### src/rtl/iob_axistream_in_packer_if.sv
// AXI-Stream beat channel feeding the packer: data, valid, last and the sink's ready.
// The source drives the master side; the packer sits on the slave side.
interface iob_axistream_in_packer_if #(
  parameter int TDATA_W = 8
);
  logic [TDATA_W-1:0] tdata;
  logic               tvalid;
  logic               tlast;
  logic               tready;

  modport master (output tdata, tvalid, tlast, input tready);
  modport slave  (input tdata, tvalid, tlast, output tready);
endinterface

### src/rtl/iob_axistream_in_packer.sv
// AXI-Stream sink that packs TDATA_W beats into DATA_W words (strobes + last flag)
// and queues them in a first-word-fall-through FIFO drained by a valid/ready port.
module iob_axistream_in_packer #(
  parameter int TDATA_W         = 8,
  parameter int DATA_W          = 32,
  parameter int FIFO_DEPTH_LOG2 = 4
) (
  input  logic                              clk_i,
  input  logic                              cke_i,
  input  logic                              rst_i,
  input  logic                              enable_i,
  iob_axistream_in_packer_if.slave          axis,
  output logic [DATA_W-1:0]                 data_o,
  output logic [DATA_W/TDATA_W-1:0]         strb_o,
  output logic                              last_o,
  output logic                              valid_o,
  input  logic                              ready_i,
  output logic [FIFO_DEPTH_LOG2:0]          level_o,
  output logic [FIFO_DEPTH_LOG2:0]          pkt_cnt_o,
  input  logic [FIFO_DEPTH_LOG2:0]          threshold_i,
  input  logic                              lvl_int_en_i,
  input  logic                              pkt_int_en_i,
  output logic                              interrupt_o
);

  localparam int N      = DATA_W / TDATA_W;
  localparam int LANE_W = (N > 1) ? $clog2(N) : 1;
  localparam int DEPTH  = 1 << FIFO_DEPTH_LOG2;
  localparam int LVL_W  = FIFO_DEPTH_LOG2 + 1;
  localparam int PTR_W  = FIFO_DEPTH_LOG2;

  typedef enum logic {
    S_FILL,
    S_PUSH
  } state_t;

  state_t             state_q, state_d;
  logic [LANE_W-1:0]  lane_cnt_q, lane_cnt_d;
  logic [DATA_W-1:0]  pack_data_q, pack_data_d;
  logic [N-1:0]       pack_strb_q, pack_strb_d;
  logic               pack_last_q, pack_last_d;

  logic [DATA_W-1:0]  fifo_data_q [DEPTH];
  logic [N-1:0]       fifo_strb_q [DEPTH];
  logic               fifo_last_q [DEPTH];
  logic [PTR_W-1:0]   wr_ptr_q, wr_ptr_d;
  logic [PTR_W-1:0]   rd_ptr_q, rd_ptr_d;
  logic [LVL_W-1:0]   level_q, level_d;
  logic [LVL_W-1:0]   pkt_cnt_q, pkt_cnt_d;

  logic full;
  logic push;
  logic pop;
  logic tready;
  logic accept;

  // Everything is qualified by cke and reset so a held or resetting block neither
  // accepts a beat nor moves the FIFO.
  assign full    = (level_q == LVL_W'(DEPTH));
  assign valid_o = (level_q != '0);
  assign push    = cke_i & ~rst_i & (state_q == S_PUSH) & ~full;
  assign pop     = cke_i & ~rst_i & valid_o & ready_i;
  assign tready  = cke_i & ~rst_i & enable_i & ((state_q == S_FILL) | ~full);
  assign accept  = axis.tvalid & tready;

  assign axis.tready = tready;

  // A push clears the pack registers first so a beat taken in the same cycle
  // lands in lane 0 of a fresh word.
  always_comb begin
    state_d     = state_q;
    lane_cnt_d  = lane_cnt_q;
    pack_data_d = pack_data_q;
    pack_strb_d = pack_strb_q;
    pack_last_d = pack_last_q;
    if (push) begin
      state_d     = S_FILL;
      pack_data_d = '0;
      pack_strb_d = '0;
      pack_last_d = 1'b0;
    end
    if (accept) begin
      pack_data_d[lane_cnt_q*TDATA_W +: TDATA_W] = axis.tdata;
      pack_strb_d[lane_cnt_q]                     = 1'b1;
      if ((lane_cnt_q == LANE_W'(N - 1)) || axis.tlast) begin
        state_d     = S_PUSH;
        pack_last_d = axis.tlast;
        lane_cnt_d  = '0;
      end else begin
        lane_cnt_d = lane_cnt_q + 1'b1;
      end
    end
  end

  always_comb begin
    wr_ptr_d  = wr_ptr_q;
    rd_ptr_d  = rd_ptr_q;
    level_d   = level_q;
    pkt_cnt_d = pkt_cnt_q;
    if (push) wr_ptr_d = wr_ptr_q + 1'b1;
    if (pop)  rd_ptr_d = rd_ptr_q + 1'b1;
    case ({push, pop})
      2'b10:   level_d = level_q + 1'b1;
      2'b01:   level_d = level_q - 1'b1;
      default: level_d = level_q;
    endcase
    case ({push & pack_last_q, pop & last_o})
      2'b10:   pkt_cnt_d = pkt_cnt_q + 1'b1;
      2'b01:   pkt_cnt_d = pkt_cnt_q - 1'b1;
      default: pkt_cnt_d = pkt_cnt_q;
    endcase
  end

  always_ff @(posedge clk_i) begin
    if (rst_i) begin
      state_q     <= S_FILL;
      lane_cnt_q  <= '0;
      pack_data_q <= '0;
      pack_strb_q <= '0;
      pack_last_q <= 1'b0;
      wr_ptr_q    <= '0;
      rd_ptr_q    <= '0;
      level_q     <= '0;
      pkt_cnt_q   <= '0;
    end else if (cke_i) begin
      state_q     <= state_d;
      lane_cnt_q  <= lane_cnt_d;
      pack_data_q <= pack_data_d;
      pack_strb_q <= pack_strb_d;
      pack_last_q <= pack_last_d;
      wr_ptr_q    <= wr_ptr_d;
      rd_ptr_q    <= rd_ptr_d;
      level_q     <= level_d;
      pkt_cnt_q   <= pkt_cnt_d;
    end
  end

  // Storage needs no reset: the head is masked to zero whenever the FIFO is empty.
  always_ff @(posedge clk_i) begin
    if (push) begin
      fifo_data_q[wr_ptr_q] <= pack_data_q;
      fifo_strb_q[wr_ptr_q] <= pack_strb_q;
      fifo_last_q[wr_ptr_q] <= pack_last_q;
    end
  end

  assign data_o    = valid_o ? fifo_data_q[rd_ptr_q] : '0;
  assign strb_o    = valid_o ? fifo_strb_q[rd_ptr_q] : '0;
  assign last_o    = valid_o ? fifo_last_q[rd_ptr_q] : 1'b0;
  assign level_o   = level_q;
  assign pkt_cnt_o = pkt_cnt_q;

  assign interrupt_o = (lvl_int_en_i & (level_q > threshold_i)) |
                       (pkt_int_en_i & (pkt_cnt_q != '0));

endmodule

### src/flat_wrapper.sv
// flat-port wrapper written by rule: the top's interface ports become plain ports
module iob_axistream_in_packer_flat 
#(
  parameter int TDATA_W         = 8,
  parameter int DATA_W          = 32,
  parameter int FIFO_DEPTH_LOG2 = 4
)
  (clk_i, cke_i, rst_i, enable_i, data_o, strb_o, last_o, valid_o, ready_i, level_o, pkt_cnt_o, threshold_i, lvl_int_en_i, pkt_int_en_i, interrupt_o, axis_tdata, axis_tvalid, axis_tlast, axis_tready);
  iob_axistream_in_packer_if #(.TDATA_W(TDATA_W)) axis_i ();
  input  logic clk_i;
  input  logic cke_i;
  input  logic rst_i;
  input  logic enable_i;
  output logic [DATA_W-1:0] data_o;
  output logic [DATA_W/TDATA_W-1:0] strb_o;
  output logic last_o;
  output logic valid_o;
  input  logic ready_i;
  output logic [FIFO_DEPTH_LOG2:0] level_o;
  output logic [FIFO_DEPTH_LOG2:0] pkt_cnt_o;
  input  logic [FIFO_DEPTH_LOG2:0] threshold_i;
  input  logic lvl_int_en_i;
  input  logic pkt_int_en_i;
  output logic interrupt_o;
  input wire logic [$bits(axis_i.tdata)-1:0] axis_tdata;
  input wire logic [$bits(axis_i.tvalid)-1:0] axis_tvalid;
  input wire logic [$bits(axis_i.tlast)-1:0] axis_tlast;
  output wire logic [$bits(axis_i.tready)-1:0] axis_tready;
  assign axis_i.tdata = axis_tdata;
  assign axis_i.tvalid = axis_tvalid;
  assign axis_i.tlast = axis_tlast;
  assign axis_tready = axis_i.tready;
  iob_axistream_in_packer #(.TDATA_W(TDATA_W), .DATA_W(DATA_W), .FIFO_DEPTH_LOG2(FIFO_DEPTH_LOG2)) u_core (.clk_i(clk_i), .cke_i(cke_i), .rst_i(rst_i), .enable_i(enable_i), .axis(axis_i), .data_o(data_o), .strb_o(strb_o), .last_o(last_o), .valid_o(valid_o), .ready_i(ready_i), .level_o(level_o), .pkt_cnt_o(pkt_cnt_o), .threshold_i(threshold_i), .lvl_int_en_i(lvl_int_en_i), .pkt_int_en_i(pkt_int_en_i), .interrupt_o(interrupt_o));
endmodule
### config.mk
export PLATFORM = sky130hd
export DESIGN_NAME = iob_axistream_in_packer_flat
export DESIGN_NICKNAME = d
export VERILOG_FILES = /design/src/rtl/iob_axistream_in_packer_if.sv /design/src/rtl/iob_axistream_in_packer.sv /design/src/flat_wrapper.sv
export SDC_FILE = /design/constraint.sdc
export NUM_CORES = 1
export LEC_CHECK = 0
export ABC_AREA = 1
export CAP_MARGIN = 20
export CELL_PAD_IN_SITES_DETAIL_PLACEMENT = 1
export CELL_PAD_IN_SITES_GLOBAL_PLACEMENT = 1
export CORE_UTILIZATION = 45
export DETAILED_ROUTE_END_ITERATION = 10
export PLACE_DENSITY_LB_ADDON = 0.15
export SYNTH_ARGS = -nofsm -noshare
export SYNTH_HDL_FRONTEND = slang
export SYNTH_SLANG_ARGS = --single-unit
### constraint.sdc
create_clock -name clk_i -period 8.23 [get_ports clk_i]
set_input_delay 1.2345 -clock clk_i [delete_from_list [all_inputs] [get_ports clk_i]]
set_output_delay 1.2345 -clock clk_i [all_outputs]
set_load 0.01 [all_outputs]
---- After elaboration in Yosys (flattened, before gate mapping) ----
Memory sizes are Yosys's and may differ from the RTL's. A register that Yosys moved wholly into a read port is not among the register bits.
Index checks and enable logic that the tools add are counted.
storage, ports and cells
  register bits ........................... 58
  RAM bits ................................ 592
  input port bits ......................... 22
  memories kept ........................... 3
memories
  name                words  width  read ports  clocked after Yosys merged registers in  wr ports  RTL line                       source
  u_core.fifo_data_q  16     32     1           1                                        1         iob_axistream_in_packer.sv:43  logic [DATA_W-1:0] fifo_data_q [DEPTH];
  u_core.fifo_strb_q  16     4      1           1                                        1         iob_axistream_in_packer.sv:44  logic [N-1:0] fifo_strb_q [DEPTH];
  u_core.fifo_last_q  16     1      1           1                                        1         iob_axistream_in_packer.sv:45  logic fifo_last_q [DEPTH];
operators by class
  add/subtract/negate cells ............... 8
  order comparisons ....................... 3
  equality and inequality tests ........... 6
  shift-type cells ........................ 2
  mux-type cells .......................... 27
  bitwise logic cells ..................... 18
  reductions and logical operators ........ 11
operator list
  kind                                                    count
  two-way mux 32 bit                                      3
  two-way mux 4 bit                                       9
  negation 5 -> 34 bit                                    1
  variable shift 8 x 34 -> 32 bit (first input constant)  1
  indexed part select 8 x 34 -> 32 bit                    1
  bitwise mux 32 bit                                      1
  one-hot mux 5 bit (2 select lines)                      2
  AND 1 bit                                               12
  adder 5 x 1 -> 5 bit (second input constant)            2
  two-way mux 1 bit                                       10
  AND reduction 2 bit                                     5
  nonzero test 5 bit                                      2
  subtractor 5 x 1 -> 5 bit (second input constant)       2
  adder 4 x 1 -> 4 bit (second input constant)            2
  == test 2 bit (second input constant)                   3
  == test 5 bit (second input constant)                   1
  > comparator 5 bit                                      1
  == test 2 x 1 -> 1 bit (second input constant)          2
  bitwise OR 4 bit                                        1
  nonzero test 2 bit                                      2
  < comparator 2 x 3 -> 1 bit (second input constant)     1
  NOT 1 bit                                               3
  adder 2 x 1 -> 2 bit (second input constant)            1
  demux 1 bit (select 2 bit)                              1
  other kinds (5)                                         6

---- Logic depth before layout (Yosys ltp) ----
  word-level depth ........................ 8
  mapped depth ............................ 18
  depth with buffers taken out ............ 16

---- Worst setup path before layout ----
OpenSTA, ideal clock, no wires.
  path type ............................... input to register
  from .................................... input port rst_i
  to ...................................... memory u_core.fifo_data_q[11][0], enable pin
  library setup time ...................... 0.431 ns
  data arrival time ....................... 3.406 ns
  required time ........................... 7.799 ns
  path slack .............................. 4.393 ns
  cell stages on the path ................. 7
  path buffers ............................ 0
  path through ............................ inv_2 -> nand2_1 -> nor2_1 -> nand2_2 -> inv_1 -> nand2_1 -> nor2_1
on the way
  cells in the longest elaborated chain, start to end .. 6
ends and longest elaborated chain
  element                                  RTL line                        source
  start: declaration                       flat_wrapper.sv:12              input logic rst_i;
  NOT 1 bit                                iob_axistream_in_packer.sv:61   assign push = cke_i & ~rst_i & (state_q == S_PUSH) & ~full;
  AND 1 bit (3 in series)                  iob_axistream_in_packer.sv:61
  two-way mux 1 bit                        iob_axistream_in_packer.sv:140  if (push) begin
  two-way mux 1 bit (implied by the code)  iob_axistream_in_packer.sv:141  fifo_data_q[wr_ptr_q] <= pack_data_q;
  end: declaration                         iob_axistream_in_packer.sv:43
No other way between the ends.

==> metrics <==
drt first pass iters=5; number of DRC markers in iteration 0=1,814; Num CTS Buffers=~70; H-tree Lvls=3; crit path DAT=between 4 and 5 ns; final non-filler cell total=~3,300; mapped cell area=27,300 um2; Die H=approximately 250 um; Die Area=61,700 um2; Post-CTS Setup Inserts=0; sequential element share of the synthesized area=between 60% and 70%; unrepaired setup endpoints after global routing=no; fmax=around 180 MHz; gr busiest metal=met2; GR Layer Usage met1=approximately 36%; CTS tree=yes; vias in the first global route=a little over 20,000; status=complete, no violations; final net count=approximately 2,500; Diodes inserted=0; Setup TNS=0 ns; chip width=248 um; Cells after DPL=3,193; M2 GR Usage=between 40% and 50%; maximum fanout along the worst path=72; Root Buffer=clkbuf_16; pin count of the biggest net entering global routing=between 150 and 200; WHS=0.499 ns; FF+latch count, synth=between 600 and 700; reg2reg path depth=14; DRC viols=0; Mapped Cells=approximately 2,500; crit path launch type=flip-flop; syn_nets=around 2,500; final setup vio count=0; initial antenna violation count=1; period utilization=68.2%; worst IR drop on VDD=roughly 0.00016 V; worst-margin pin slew=around 1.1 ns; synth unique cells=28; routed wire length=between 80,000 and 90,000 um; Final HPWL DP=40,700 um; cell count of the worst hold path=2; DR vias=around 19,000; # IOs=72; gr usage total=between 20% and 30%; Synth-to-Final Area Change=13.0%; RR Endpoint=u_core.pkt_cnt_o[4]; commonest non-fill, non-tap cell in the layout=nand2_1; Placed Instance Area=approximately 29,000 um2; R2R setup slack=4.11 ns; M3 GR Usage=3.74%; first-pass GRT wire length=122,000 um; DR vias/cell=between 5 and 6; Lkg Pwr=between 0.01 and 0.015 uW; post-route ant nets=0; IO Port Bufs=~70; Core ar.=about 59,000 um2; grt total ovfl=0; Max-cap violations=0; Hold Buf Count CTS=0; Max Root-Sink Buffers=3; Placer Congestion=a little under 0.8; FP Rows=89; Gates resized, CTS repair=0; clock slew at reported path FFs=approximately 0.060 ns; most frequent cells in the layout=856 x nand2_1, 592 x edfxtp_1, 526 x nand3_1; cell area after layout=30,900 um2; Final Max Tran Viols=0; hold_sp=u_core.rd_ptr_q[1]; PD cells=approximately 220 nW/um2; share of cells above drive strength 1=under 10%; Crit. End Element=output pin; Avg Cell Area, Syn=about 11 um2; skew final=0.0289 ns; DR WL/cell=24.3 um; WP data required=around 7.0 ns; synth warn=0; clk_lat worst skew=0.62 ns; Final Hold Vio Count=0; clk sinks=654; Period minus WS final=5.61 ns; Slew HR=approximately 29%; kind of critical path=flip-flop to output pin; Worst Hold Class=flip-flop to flip-flop; Initial Util=45.9%
-- power breakdown --
| part | switching (uW) | internal, uW | leakage, uW |
|---|---|---|---|
| sequential | 9.09 | 3570 | 0.00595 |
| combinational | 69.2 | 36.7 | 0.00422 |
| clock | 1320 | 1880 | 0.00112 |
-- state kept, by name (all words and copies together) (netlist names), named ones only --
name,flops
u_core.fifo_data_q,512
u_core.fifo_strb_q,64
u_core.pack_data_q,32
u_core.fifo_last_q,16
u_core.level_o,5
u_core.pkt_cnt_o,5
u_core.pack_strb_q,4
u_core.rd_ptr_q,4
u_core.wr_ptr_q,4
u_core.lane_cnt_q,2
u_core.pack_last_q,1
u_core.state_q,1
-- synthesized netlist by cell type, drive strengths merged --
master | number | share of area [%]
a21oi | 96 | 1.8
buf | 116 | 2.7
clkbuf | 35 | 0.48
dfxtp | 62 | 4.5
edfxtp | 592 | 65
fa | 2 | 0.15
ha | 26 | 1.2
inv | 54 | 0.76
nand2 | 857 | 12
nand3 | 527 | 9.7
nand3b | 1 | 0.027
nand4 | 20 | 0.46
nor2 | 51 | 0.72
nor3 | 1 | 0.018
o211ai | 2 | 0.055
o21ai | 19 | 0.35
o41ai | 1 | 0.032
xnor2 | 4 | 0.13
xor2 | 4 | 0.13
-- metrics by stage --
| stage | utilization (%) | total power (uW) | setup WS [ns] |
|---|---|---|---|
| floorplan | - | 3710 | 4.39 |
| global placement | 48.0 | 3750 | 3.12 |
| detailed placement | 48.0 | 3760 | 3.04 |
| CTS | 51.9 | 6920 | 2.40 |
| global route | 51.9 | 7050 | 2.46 |
| finish | 51.9 | 6880 | 2.62 |
-- worst max path at each step --
stage | slack, ns | end | from | cells past startpoint
global route | 2.46 | strb_o[1] | flip-flop | 10
global placement | 3.12 | strb_o[2] | flip-flop | 9
detailed placement | 3.04 | u_core.pkt_cnt_o[4] | rst_i | 16
CTS | 2.40 | strb_o[1] | flip-flop | 9
finish | 2.62 | strb_o[2] | flip-flop | 10
floorplan | 4.39 | u_core.fifo_data_q[11][0] | rst_i | 7
-- routing by layer --
layer | vias up | wire length (um) | share of wire [%]
met5 | - | 0 | 0
met4 | 0 | 1940 | 2.4
met3 | 110 | 4260 | 5.3
met2 | 508 | 39200 | 48
met1 | 9823 | 35500 | 44
li1 | 8647 | - | -
-- cell families after synthesis --
kind of cell               share of synthesized area [%]
AOI/OAI and AO/OA                                   2.19
xor gates and xnor gates                           0.256
adders and majority gates                           1.34
buffers and inverters                               3.92
DFF                                                 69.6
and+or+nand+nor                                     22.7
-- worst max-delay path, cell delays in order (launching register included) --
cell             delay (ns)
dfxtp_4                0.72
buf_4                  0.61
buf_4                  0.51
buf_16                 0.32
nand2_1                0.09
nand3_1                0.09
nand3_1                0.09
nand2_1                0.09
nand2_1                0.05
a21oi_1                0.38
clkdlybuf4s50_1        0.64
-- cell type report --
type,count,area [um2]
multi-input combinational,1611,7350
tap,773,967
clock buffer,100,2020
clock inverter,29,289
timing repair buffer,102,996
sequential,654,19000
inverter,54,213
fill,6257,28600
No activity file was read; power rests on OpenSTA's default activity.
==> RTL edit 1, RTL diff (config.mk and constraints unchanged) <==
`FIFO_DEPTH_LOG2` is set to 4 in 2 places; all go to 3.
--- a/src/rtl/iob_axistream_in_packer.sv
+++ b/src/rtl/iob_axistream_in_packer.sv
@@ -5,3 +5,3 @@
   parameter int DATA_W          = 32,
-  parameter int FIFO_DEPTH_LOG2 = 4
+  parameter int FIFO_DEPTH_LOG2 = 3
 ) (
--- a/src/flat_wrapper.sv
+++ b/src/flat_wrapper.sv
@@ -5,3 +5,3 @@
   parameter int DATA_W          = 32,
-  parameter int FIFO_DEPTH_LOG2 = 4
+  parameter int FIFO_DEPTH_LOG2 = 3
 )
Ports: changed (resized level_o, pkt_cnt_o and threshold_i); port bits go from 72 to 69. No check against the original RTL was run, so the function may have changed too.
==> RTL edit 1 against the unedited design <==
First-iteration DRC count down 62%. Total power down 45%. Fmax up 10%. Largest cell class unchanged. Hold slack worse by 0.015 ns. Highest routed layer unchanged. Clock power down 43%. Routed wire length down 52%. Via count down 45%. Worst setup slack better by 0.52 ns. Critical endpoint is now data_o[28]. Register-to-register slack better by 0.61 ns. Core utilization up 1.0 points. Sequential cell count down 301. Final area down 44%. Synthesized area down 45%.
==> RTL edit 1: results (changes against the unedited design) <==
Status - completed
Clock network area share - 7.78% (+0.30 points)
Vias - 10,500 (-45%)
R2R Setup Slk - 4.72 ns (+0.61 ns)
GPL Wtd Cong - 0.763 (-2.9%)
Vias in the first global route - 10,600 (-47%)
First-pass GRT wire length - 60.3 mm (-50%)
Plain + repair buffers - 86 (-16%)
Fillers - 3,427 (-45%)
Number of flip-flops and latches - 353 (-46%)
Multi-input combinational area share - 24.9% (+1.1 points)
Invs w/o clock - 51 (-5.6%)
DP HPWL - 22.7 mm (-44%)
# rows - 66 (-26%)
FF-to-FF End - u_core.pkt_cnt_o[3]
Seq power - 1.92 mW (-46%)
TritonCTS buffer count - 37 (-48%)
Top post-synthesis cells by area - edfxtp_1, dfxtp_1, nor2_1
Largest net degree at the start of global routing - 98 (-36%)
Crit share post-route - 61.9% (-6.3 points)
Final non-filler cell total - 1,879 (-43%)
Share of post-route cells with drive strength above 1 - 6.96% (+0.41 points)
Clk Latency, worst-skew pair - 0.52 ns (-0.10 ns)
Slew margin rel. - 27.7% (-1.2 points)
Psw - 0.737 mW (-47%)
M2 GR Usage - 39.1% (-5.4 points)
Placed instance area - 15,900 µm² (-44%)
Sequential-to-total area share from yosys stat - 67.1% (-2.5 points)
RTL edit 1: changes by cell type in the layout (fill, tap and decap cells not counted), sizes merged, moves of 13 or more:
cell | before | now
nand2 | 857 | 146
nor3 | 1 | 23
buf | 32 | 19
a21oi | 96 | 56
o211ai | 2 | 37
nand3 | 527 | 106
o21ai | 19 | 159
o22ai | 0 | 36
edfxtp | 592 | 296
clkbuf | 100 | 45
nand4 | 20 | 5
nor2 | 51 | 283
RTL edit 1: kinds of logic (layout without fill, tap and decap cells):
kind of cell               count (synthesis)  after routing  synth area share (%)
xor gates and xnor gates                   4              4                 0.235
AOI/OAI and AO/OA                        290            290                  10.7
adders and majority gates                 21             21                  1.81
buffers and inverters                    141            204                  4.43
DFF                                      353            353                  67.1
and+or+nand+nor                          565            565                  15.7
RTL edit 1: worst max-delay path, delay by kind of cell (launching register included):
kind,cells,cell delay (ns)
buffers and inverters,3,1.92
flip-flops,1,0.36
AND/OR/NAND/NOR,4,0.68
AO/OA/AOI/OAI,2,0.30
==> RTL edit 2, RTL diff (same settings) <==
Without the edit above. Reset style: asynchronous (`rst_i`), changed in one clocked block.
--- a/src/rtl/iob_axistream_in_packer.sv
+++ b/src/rtl/iob_axistream_in_packer.sv
@@ -113,3 +113,3 @@
 
-  always_ff @(posedge clk_i) begin
+  always_ff @(posedge clk_i or posedge rst_i) begin
     if (rst_i) begin
Function: differs if rst_i is asserted again (counterexample within 4 cycles, from zero or initial values and one cycle with rst_i high); with rst_i held inactive, the same outputs for 4 cycles.
==> RTL edit 2 against the unedited design <==
Synthesized area rose by 0.56%. Die area increased by 0.56%. Worst setup slack improved by 0.017 ns. Routed wire length fell by 0.40%. Final area hardly changed. Sequential cell count shrank 4. Non-clock buffer count did not move. Critical path type unchanged. Largest cell class unchanged.
Power is not compared: it rests on default switching activity, and its combinational part moved more than twofold at a synthesized area within 25%.
==> RTL edit 2: results (changes against the unedited design) <==
Antenna violations before repair - 2 (+1)
Top flop regs - u_core.fifo_data_q x512, u_core.fifo_strb_q x64, u_core.pack_data_q x32
Primary FF master, synth - edfxtp_1
Sequential-to-total area share from yosys stat - 70.0% (+0.38 points)
Clock Skew - 0.0147 ns (-0.0142 ns)
First-pass GRT wire length - 122 mm (+0.41%)
Leakage - 11.6 nW
Arrival @ worst endpoint - 4.36 ns (-0.02 ns)
Status - completed
Async S/R FF share, synth - 8.92% (+8.9 points)
Top post-synthesis cells by area - edfxtp_1, nand2_1, nand3_1
Clock slew at reported path FFs - 0.06 ns (about the same)
Worst Path Max Fanout - 132 (+83%)
Clk buf depth - 3 (unchanged)
Vias in the first global route - 19,500 (-3.2%)
Detailed Routing Iterations Pass 1 - 5 (unchanged)
Most common library cells after synthesis - nand2_1, edfxtp_1, nand3_1, buf_2
EDFF count, synth - 592 (unchanged)
DRT iter0 DRCs - 1,684 (-7.2%)
GPL Wtd Cong - 0.778 (-1.0%)
Share of post-route cells with drive strength above 1 - 6.18% (-0.37 points)
Synth Net Count - 2,503 (-0.67%)
Clk Latency, worst-skew pair - 0.61 ns
Antenna Cells - 0 (unchanged)
Final WL - 80.6 mm (-0.40%)
Total GRT Usage - 26.3% (-0.47 points)
Critical path's slowest cell - dfrtp_4
TritonCTS buffer count - 70 (-1.4%)
Largest net degree at the start of global routing - 166 (+9.2%)
Unique masters post-synth - 28 (unchanged)
Measured slew at the worst slew-check pin - 1.10 ns (+0.0359 ns)
CP max stage delay - 0.79 ns (+0.07 ns)
DP HPWL - 45.5 mm (+12%)
Vias - 18,900 (-1.2%)
Clock Tree Root - clkbuf_16
RTL edit 2: changes by cell type in the layout (fill, tap and decap cells not counted), moves of 10 or more:
cell,change
a21oi_1,-54
dfrtp_1,+54
dfxtp_1,-58
inv_1,+10
nand2_1,+18
nand3_1,+14
nand4_1,-19
o21ai_0,+24
RTL edit 2: layout make-up:
| class | instances | area (µm²) |
|---|---|---|
| clock inverters | 30 | 193 |
| inverters | 63 | 248 |
| flip-flops and latches | 650 | 19200 |
| clock buffers | 91 | 1900 |
| multi-input cells | 1590 | 7230 |
| fillers | 6361 | 29500 |
| repair buffers | 102 | 1060 |
| well taps | 782 | 978 |
RTL edit 2: logic make-up (layout without fill, tap and decap cells):
family	count (synthesis)	in the layout	synth area share, %
AOI/OAI and AO/OA	88	88	1.63
xor gates and xnor gates	13	13	0.414
adders and majority gates	28	28	1.33
DFF	650	650	70.0
buffers and inverters	213	286	4.17
and+or+nand+nor	1461	1461	22.5
RTL edit 2: worst paths after layout:
check	startpoint	end	cells after the start	slack [ns]
max	u_core.rd_ptr_q[0]	data_o[28]	9	2.64
min	u_core.wr_ptr_q[3]	u_core.wr_ptr_q[3]	1	0.52
max reg2reg	u_core.rd_ptr_q[0]	u_core.pkt_cnt_o[4]	18	3.86
min reg2reg	u_core.wr_ptr_q[3]	u_core.wr_ptr_q[3]	1	0.52
max in group asynchronous	rst_i	u_core.rd_ptr_q[0]	3	6.38
min in group asynchronous	rst_i	u_core.pack_last_q	3	1.18
RTL edit 2: metal layers:
metal	wire, µm	up-vias	track usage (%)
met2	37900	561	41.6
met3	5050	90	3.76
met5	0	-	0
met1	36300	9662	38.2
met4	1320	0	6.47
li1	-	8538	-
RTL edit 2: power by group:
part / leakage [nW] / total [mW] / internal (mW) / switching [mW]
registers: 6.15 / 4.16 / 3.81 / 0.349
clock network: 1.03 / 2.95 / 1.66 / 1.29
logic: 4.40 / 3.76 / 1.21 / 2.55
RTL edit 2: critical path: cells and delay by family (launching register included):
family	cells	cell delay, ns
buffers and inverters	3	1.82
AND/OR/NAND/NOR	5	0.56
AO/OA/AOI/OAI	1	0.48
flip-flops	1	0.79
RTL edit 2: metrics by stage:
| step | cells | utilization, % | setup WS (ns) | power, mW | area, µm² |
|---|---|---|---|---|---|
| after floorplan | 2453 | - | 2.59 | 6.44 | 27500 |
| final | 3308 | 51.1 | 2.64 | 10.9 | 30900 |
| after global placement | 3180 | 47.4 | 3.40 | 7.87 | 28600 |
| after global routing | 3308 | 51.1 | 2.49 | 11.4 | 30900 |
| after detailed placement | 3187 | 47.6 | 3.33 | 7.97 | 28800 |
| after CTS | 3308 | 51.1 | 2.68 | 10.9 | 30900 |
